## src/rtl/mmio_regbank.sv

```systemverilog
// mmio_regbank: memory-mapped bank of WORDS 32-bit registers on the peripheral bus.
// It provides byte-enable bus writes and registered reads with a valid pulse.
// Read-only words, a per-word hardware update port and per-word write strobes are included.
// Optional feature macro MMIO_REGBANK_W1C_EN adds the W1C_MASK parameter.
// Words selected by W1C_MASK clear the bits written as 1 instead of loading wd.
module mmio_regbank #(
  parameter int unsigned           WORDS     = 4,
  parameter logic [31:0]           BASE_ADDR = 32'h0000_0000,
  parameter logic [32*WORDS-1:0]   RESET_VAL = '0,
  parameter logic [WORDS-1:0]      RO_MASK   = '0
`ifdef MMIO_REGBANK_W1C_EN
  ,
  parameter logic [WORDS-1:0]      W1C_MASK  = '0
`endif
) (
  input  logic                  clk,
  input  logic                  rst_n,
  input  logic                  re,
  input  logic                  we,
  input  logic [3:0]            be,
  input  logic [31:2]           addr,
  input  logic [31:0]           wd,
  output logic [31:0]           rd,
  output logic                  rvalid,
  output logic                  err,
  output logic [32*WORDS-1:0]   regs_q,
  input  logic [WORDS-1:0]      hw_we,
  input  logic [32*WORDS-1:0]   hw_wd,
  output logic [WORDS-1:0]      wr_pulse
);

  // Word offset from the base. An address below the base wraps to a large value and misses.
  logic [29:0] idx;
  logic        hit;

  assign idx = addr - BASE_ADDR[31:2];
  assign hit = (idx < 30'(WORDS));

  // Expand each byte enable to a mask over its eight data bits.
  logic [31:0] byte_mask;
  assign byte_mask = {{8{be[3]}}, {8{be[2]}}, {8{be[1]}}, {8{be[0]}}};

  logic [32*WORDS-1:0] regs_d;
  logic [WORDS-1:0]    wr_pulse_d, wr_pulse_q;
  logic [31:0]         rd_word, rd_d, rd_q;
  logic                ro_sel;
  logic                rvalid_d, rvalid_q;
  logic                err_d, err_q;

  // Next-state computation. The hardware update is applied first.
  // The bus then overlays the bytes it enables, so bus bytes win and hw_wd fills the rest.
  always_comb begin
    // NOTE: every variable gets a default before any conditional update, so no latch is inferred.
    regs_d     = regs_q;
    wr_pulse_d = '0;
    rd_word    = '0;
    ro_sel     = 1'b0;
    for (int i = 0; i < WORDS; i++) begin
      if (hw_we[i]) begin
        regs_d[32*i +: 32] = hw_wd[32*i +: 32];
      end
      if (hit && (idx == 30'(i))) begin
        // Read data comes from the current register value, so re and we to one word read the old value.
        rd_word = regs_q[32*i +: 32];
        ro_sel  = RO_MASK[i];
        if (we && !RO_MASK[i]) begin
`ifdef MMIO_REGBANK_W1C_EN
          if (W1C_MASK[i]) begin
            regs_d[32*i +: 32] = regs_d[32*i +: 32] & ~(wd & byte_mask);
          end else
`endif
          begin
            regs_d[32*i +: 32] = (wd & byte_mask) | (regs_d[32*i +: 32] & ~byte_mask);
          end
          wr_pulse_d[i] = |be;
        end
      end
    end
    rd_d     = re ? rd_word : rd_q;
    rvalid_d = re;
    err_d    = (re && !hit) || (we && (!hit || ro_sel));
  end

  // Register state and the registered bus-side outputs.
  always_ff @(posedge clk or negedge rst_n) begin
    // NOTE: every register in this bank has a defined reset value.
    // A non-zero RESET_VAL here is the power-on contents the peripheral relies on.
    if (!rst_n) begin
      regs_q     <= RESET_VAL;
      rd_q       <= '0;
      rvalid_q   <= 1'b0;
      err_q      <= 1'b0;
      wr_pulse_q <= '0;
    end else begin
      // NOTE: state is updated with non-blocking assignments so all registers sample the same pre-edge values.
      regs_q     <= regs_d;
      rd_q       <= rd_d;
      rvalid_q   <= rvalid_d;
      err_q      <= err_d;
      wr_pulse_q <= wr_pulse_d;
    end
  end

  assign rd       = rd_q;
  assign rvalid   = rvalid_q;
  assign err      = err_q;
  assign wr_pulse = wr_pulse_q;

endmodule

```

## config.mk

```make
export PLATFORM = sky130hd
export DESIGN_NAME = mmio_regbank
export DESIGN_NICKNAME = d
export VERILOG_FILES = /design/src/rtl/mmio_regbank.sv
export SDC_FILE = /design/constraint.sdc
export NUM_CORES = 1
export LEC_CHECK = 0
export BUFFER_PORTS_ARGS = -buffer_cell sky130_fd_sc_hd__buf_2
export CAP_MARGIN = 40
export CORE_ASPECT_RATIO = 0.8
export CORE_MARGIN = 10
export CORE_UTILIZATION = 53
export CTS_CLUSTER_SIZE = 12
export DETAILED_ROUTE_END_ITERATION = 10
export PLACE_DENSITY = 0.87
export SLEW_MARGIN = 20
export SYNTH_ARGS = -nofsm -noshare
export SYNTH_HDL_FRONTEND = slang
export SYNTH_SLANG_ARGS = --single-unit
```

## constraint.sdc

```tcl
create_clock -name clk -period 3.05 [get_ports clk]
set_input_delay 0.305 -clock clk [delete_from_list [all_inputs] [get_ports clk]]
set_output_delay 0.305 -clock clk [all_outputs]
set_load 0.05 [all_outputs]
```

* Word-level counts from Yosys, hierarchy flattened
Cells that the tools add are included.
** Word-level totals
- Register bits :: 166
** Operators by class
- Magnitude comparators :: 1
- Eq/ne operators :: 3
- Mux-type cells :: 21
- Bitwise operators :: 10
- Reductions and logical operators :: 10
** Operator list (count)
- 32-bit 2-to-1 mux :: 16
- 32-bit bitwise AND :: 5
- 32-bit OR :: 4
- 30-bit by 2-bit equality test with 1-bit output, second input constant :: 2
- 32-bit NOT :: 1
- 30-bit by 1-bit equality test with 1-bit output, second input constant :: 1
- 30-bit logical NOT :: 1
- 30-bit by 3-bit less-than comparator with 1-bit output, second input constant :: 1
- 1-bit logical AND :: 6
- 1-bit 2-to-1 mux :: 5
- 4-bit OR reduction :: 1
- 1-bit logical NOT :: 1
- 1-bit logical OR :: 1

* Longest topological paths before layout
- Word-level depth :: 6
- Mapped depth :: 6

* Least setup slack after synthesis
Ideal clock, no wire load.
- Path type :: input port to flip-flop
- Start point :: input addr[9] in the netlist's numbering
- End point :: register regs_q[100]
- Stages :: 5
- Setup slack :: 0.861 ns
- Required time :: 2.925 ns
- Arrival :: 2.064 ns
- Path buffers :: 2
- Path through :: or4_1 buf_2 buf_4 nor4_4 mux2_2
** On the way
- Longest elaborated chain between the ends :: 3
** RTL lines
- from (decl) :: RTL line 21 : input logic [31:2] addr,
- 30-bit by 3-bit less-than comparator with 1-bit output or 30-bit by 2-bit equality test with 1-bit output (tied branches) :: RTL line 37, 62
- 1-bit logical AND * :: RTL line 62 : if (hit && (idx == 30'(i))) begin
- 32-bit 2-to-1 mux * :: RTL line 62
- via regs_d[100] :: RTL line 43 : logic [32*WORDS-1:0] regs_d;
- to (signal assigned) :: RTL line 96 : regs_q <= regs_d;
- to (decl) :: RTL line 26 : output logic [32*WORDS-1:0] regs_q,
The timed path passes the listed nets; every way through them passes the cells marked *.
A chain may end at the register's enable or synchronous reset.

* Worst setup path after layout
- Start point :: input addr[18] in the netlist's numbering
- End point :: register regs_q[87]
The elaborated chain is that of the path after synthesis.

==> parameters.txt <==
Parameter                              Value

Status
  Status ... finished, final reports clean

Floorplanning
  Core area ... 16600 um^2
  Io pins ... 368
  Die ar. ... 22600 um^2
  Core Rows ... 42
  Effective utilization at floorplan ... 0.542
  Die Span X ... 166 um
  Vertical die dimension ... 137 um

Synth
  Nets in the synthesized netlist ... 847
  Netlist area before placement ... 8990 um^2
  Library cell occupying the most area in the post-synthesis netlist ... dfrtp_1
  Count of state elements after synthesis ... 166
  Synth cell types ... 26
  Avg Synthesized Cell Area ... 13.9 um^2
  Post-Syn Instances ... 645
  Main area contributors after synthesis ... dfrtp_1 46%, mux2_2 32%, mux4_2 8.0%
  Total number of yosys warnings ... 0
  Top cell type's share of synthesized area ... 0.462
  Post-synthesis sequential area ratio ... 0.462

Finish
  Most frequent standard cell in the layout excluding fill and tap cells ... buf_2
  Fraction of layout instances using a drive strength above 1 ... 0.715
  Syn-to-layout area delta ... 32.0%
  Highest-count cells in the layout ignoring fill and taps ... 366 x buf_2, 256 x mux2_2, 166 x dfrtp_1
  # fillers ... 1150
  Nets ... 1215

Timing
  Highest clock rate ... 463 MHz
  Final setup violation count ... 0
  Final hold violations ... 0
  Worst Max-Slew Pin Slew ... 0.748 ns
  Setup repair after global routing missed its margin ... no
  Clock Skew ... 0.0112 ns
  Final number of max-transition violations ... 0
  Worst slew margin ... 0.498
  Fin Hold WS ... 0.155 ns
  Final Cycle Share ... 0.709
  Setup TNS Final ... 0 ns
  Final critical path time including I/O delays and setup ... 2.16 ns

Drt
  Number of remaining DRC errors ... 0
  Total vias in the final route ... 7235
  Average wire length per cell after detail routing ... 25.1 um
  Drt first-iter violations ... 462
  Total routed wirelength ... 31400 um
  Average via count per standard cell ... 5.78
  Pre-Repair DR Iteration Count ... 5
  Residual antenna-violating net count after detailed routing ... 0

Run
  Max-cap violations ... 0

Setup path
  Crit path kind ... in -> reg
  Required @ worst endpoint ... 3.35 ns
  Worst path arrival time ... 2.46 ns
  Max Fanout on Critical Path ... 16
  Endpoint class of the critical path ... flop
  Nature of the critical path startpoint ... input pin
  Critical Path Start ... addr[18]
  Critical R2R Launch ... regs_q[113]

Clock network
  Sink count of the clock tree ... 166
  # Post-CTS Setup Buffers ... 0
  Clock Pin Slew Worst Setup and Hold Paths ... 0.07 ns
  Clock Latency Late Sink ... 0.42 ns
  TritonCTS clock tree ... done
  Level count of the clock H-tree ... 4
  Clock root buffer ... clkbuf_16
  Bufs on Longest Clock Path ... 2
  Num CTS Buffers ... 17

Hold path
  HP Start ... wd[28]
  Class of the worst hold path ... in -> reg

Global route
  Global-route wire length before repair ... 47600 um
  Initial antenna violation count ... 8
  Final global-route overflow total ... 0
  Vias in the first global route ... 8060
  All-Layer GR Usage ... 0.270
  Maximum number of pins on one net before global-route repair ... 85

Placement
  Routability cong. ... 0.890
  Buffers added on ports ... 367
  Half-perimeter wire length of the detailed placement result ... 23700 um

Pwr
  Power density over the cells ... 544 nW/um^2
  Maximum vdd ir drop ... 337 uV
  Leakage power of the design ... 5.56 nW
==> metrics by stage <==
stage	util	power [mW]	cells	setup slack [ns]	instance area, um^2
6_report	0.715	6.47	1251	0.889	11900
2_1_floorplan	-	3.66	645	0.861	8990
4_1_cts	0.711	6.48	1242	0.881	11800
5_1_grt	0.715	6.68	1250	0.790	11900
3_5_place_dp	0.673	4.23	1210	0.437	11200
3_3_place_gp	0.668	4.17	1207	0.507	11100
==> power by group <==
| group | internal, mW | switching, mW |
|---|---|---|
| combinational | 0.618 | 1.07 |
| clock | 1.36 | 0.904 |
| sequential | 2.37 | 0.144 |
| total | 4.35 | 2.11 |
==> worst max-delay path, stage by stage <==
cell	delay, ns
buf_2	0.11
nor4_2	0.41
nand4_4	0.16
buf_4	0.30
nor4_4	0.74
mux2_2	0.42
==> repair_timing <==
action,4_1_cts,5_1_grt
hold endpoints to repair,81,0
hold buffers,1,0
gates resized for setup,0,0
==> registers in the layout, summed over array words and instances, names as in the netlist <==
register,cells
regs_q,128
wr_pulse,4
rvalid,1
rd,32
err,1
==> per-layer routing <==
layer  GRT usage  up-vias  part of all wire
li1            -     3152                 -
met1       0.310     3690              0.38
met2       0.468      348              0.51
met3      0.0911       41             0.086
met4      0.0923        4             0.017
met5           0        -            0.0011
==> area by class of cell <==
type	instances	area [um^2]	area share
clock buffer	21	470	0.0396
inverter	33	124	0.0104
tap	220	275	0.0232
multi-input combinational	404	4540	0.382
antenna	6	15.0	0.00126
sequential	166	4150	0.350
timing repair buffer	391	2150	0.181
clock inverter	10	145	0.0122
==> cells by family after synthesis <==
family	count (synthesis)	synth area share
AOI/OAI and AO/OA	34	0.0241
DFF	166	0.462
muxes	288	0.401
and+or+nand+nor	82	0.0797
buffers and inverters	75	0.0338
==> path summary, 6_finish.rpt <==
kind,endpoint,slack [ns],cells past startpoint
worst max-delay path,regs_q[87],0.89,6
worst min-delay path,regs_q[92],0.16,2
worst max register to register,rd[17],1.83,3
worst min register to register,rd[0],0.53,2
max in group asynchronous,regs_q[117],1.91,4
min in group asynchronous,regs_q[35],0.26,2
==> synth_stat cells <==
| library cell | count |
|---|---|
| mux2_2 | 256 |
| dfrtp_1 | 166 |
| inv_1 | 33 |
| nand2_1 | 33 |
| mux4_2 | 32 |
| o22ai_1 | 32 |
| clkbuf_1 | 28 |
| nor4_4 | 17 |
| nand3_1 | 12 |
| buf_1 | 10 |
| nor4_2 | 5 |
| nand4_1 | 4 |
| buf_2 | 2 |
| nor2b_1 | 2 |
| nor4_1 | 2 |
| buf_12 | 1 |
| buf_4 | 1 |
| nand2_2 | 1 |
| nand4_4 | 1 |
| nor2_1 | 1 |
| nor3_1 | 1 |
| nor4b_1 | 1 |
| o21a_1 | 1 |
| o41ai_1 | 1 |
| or3_1 | 1 |
| or4_1 | 1 |
Power figures use the tool's default switching activity.
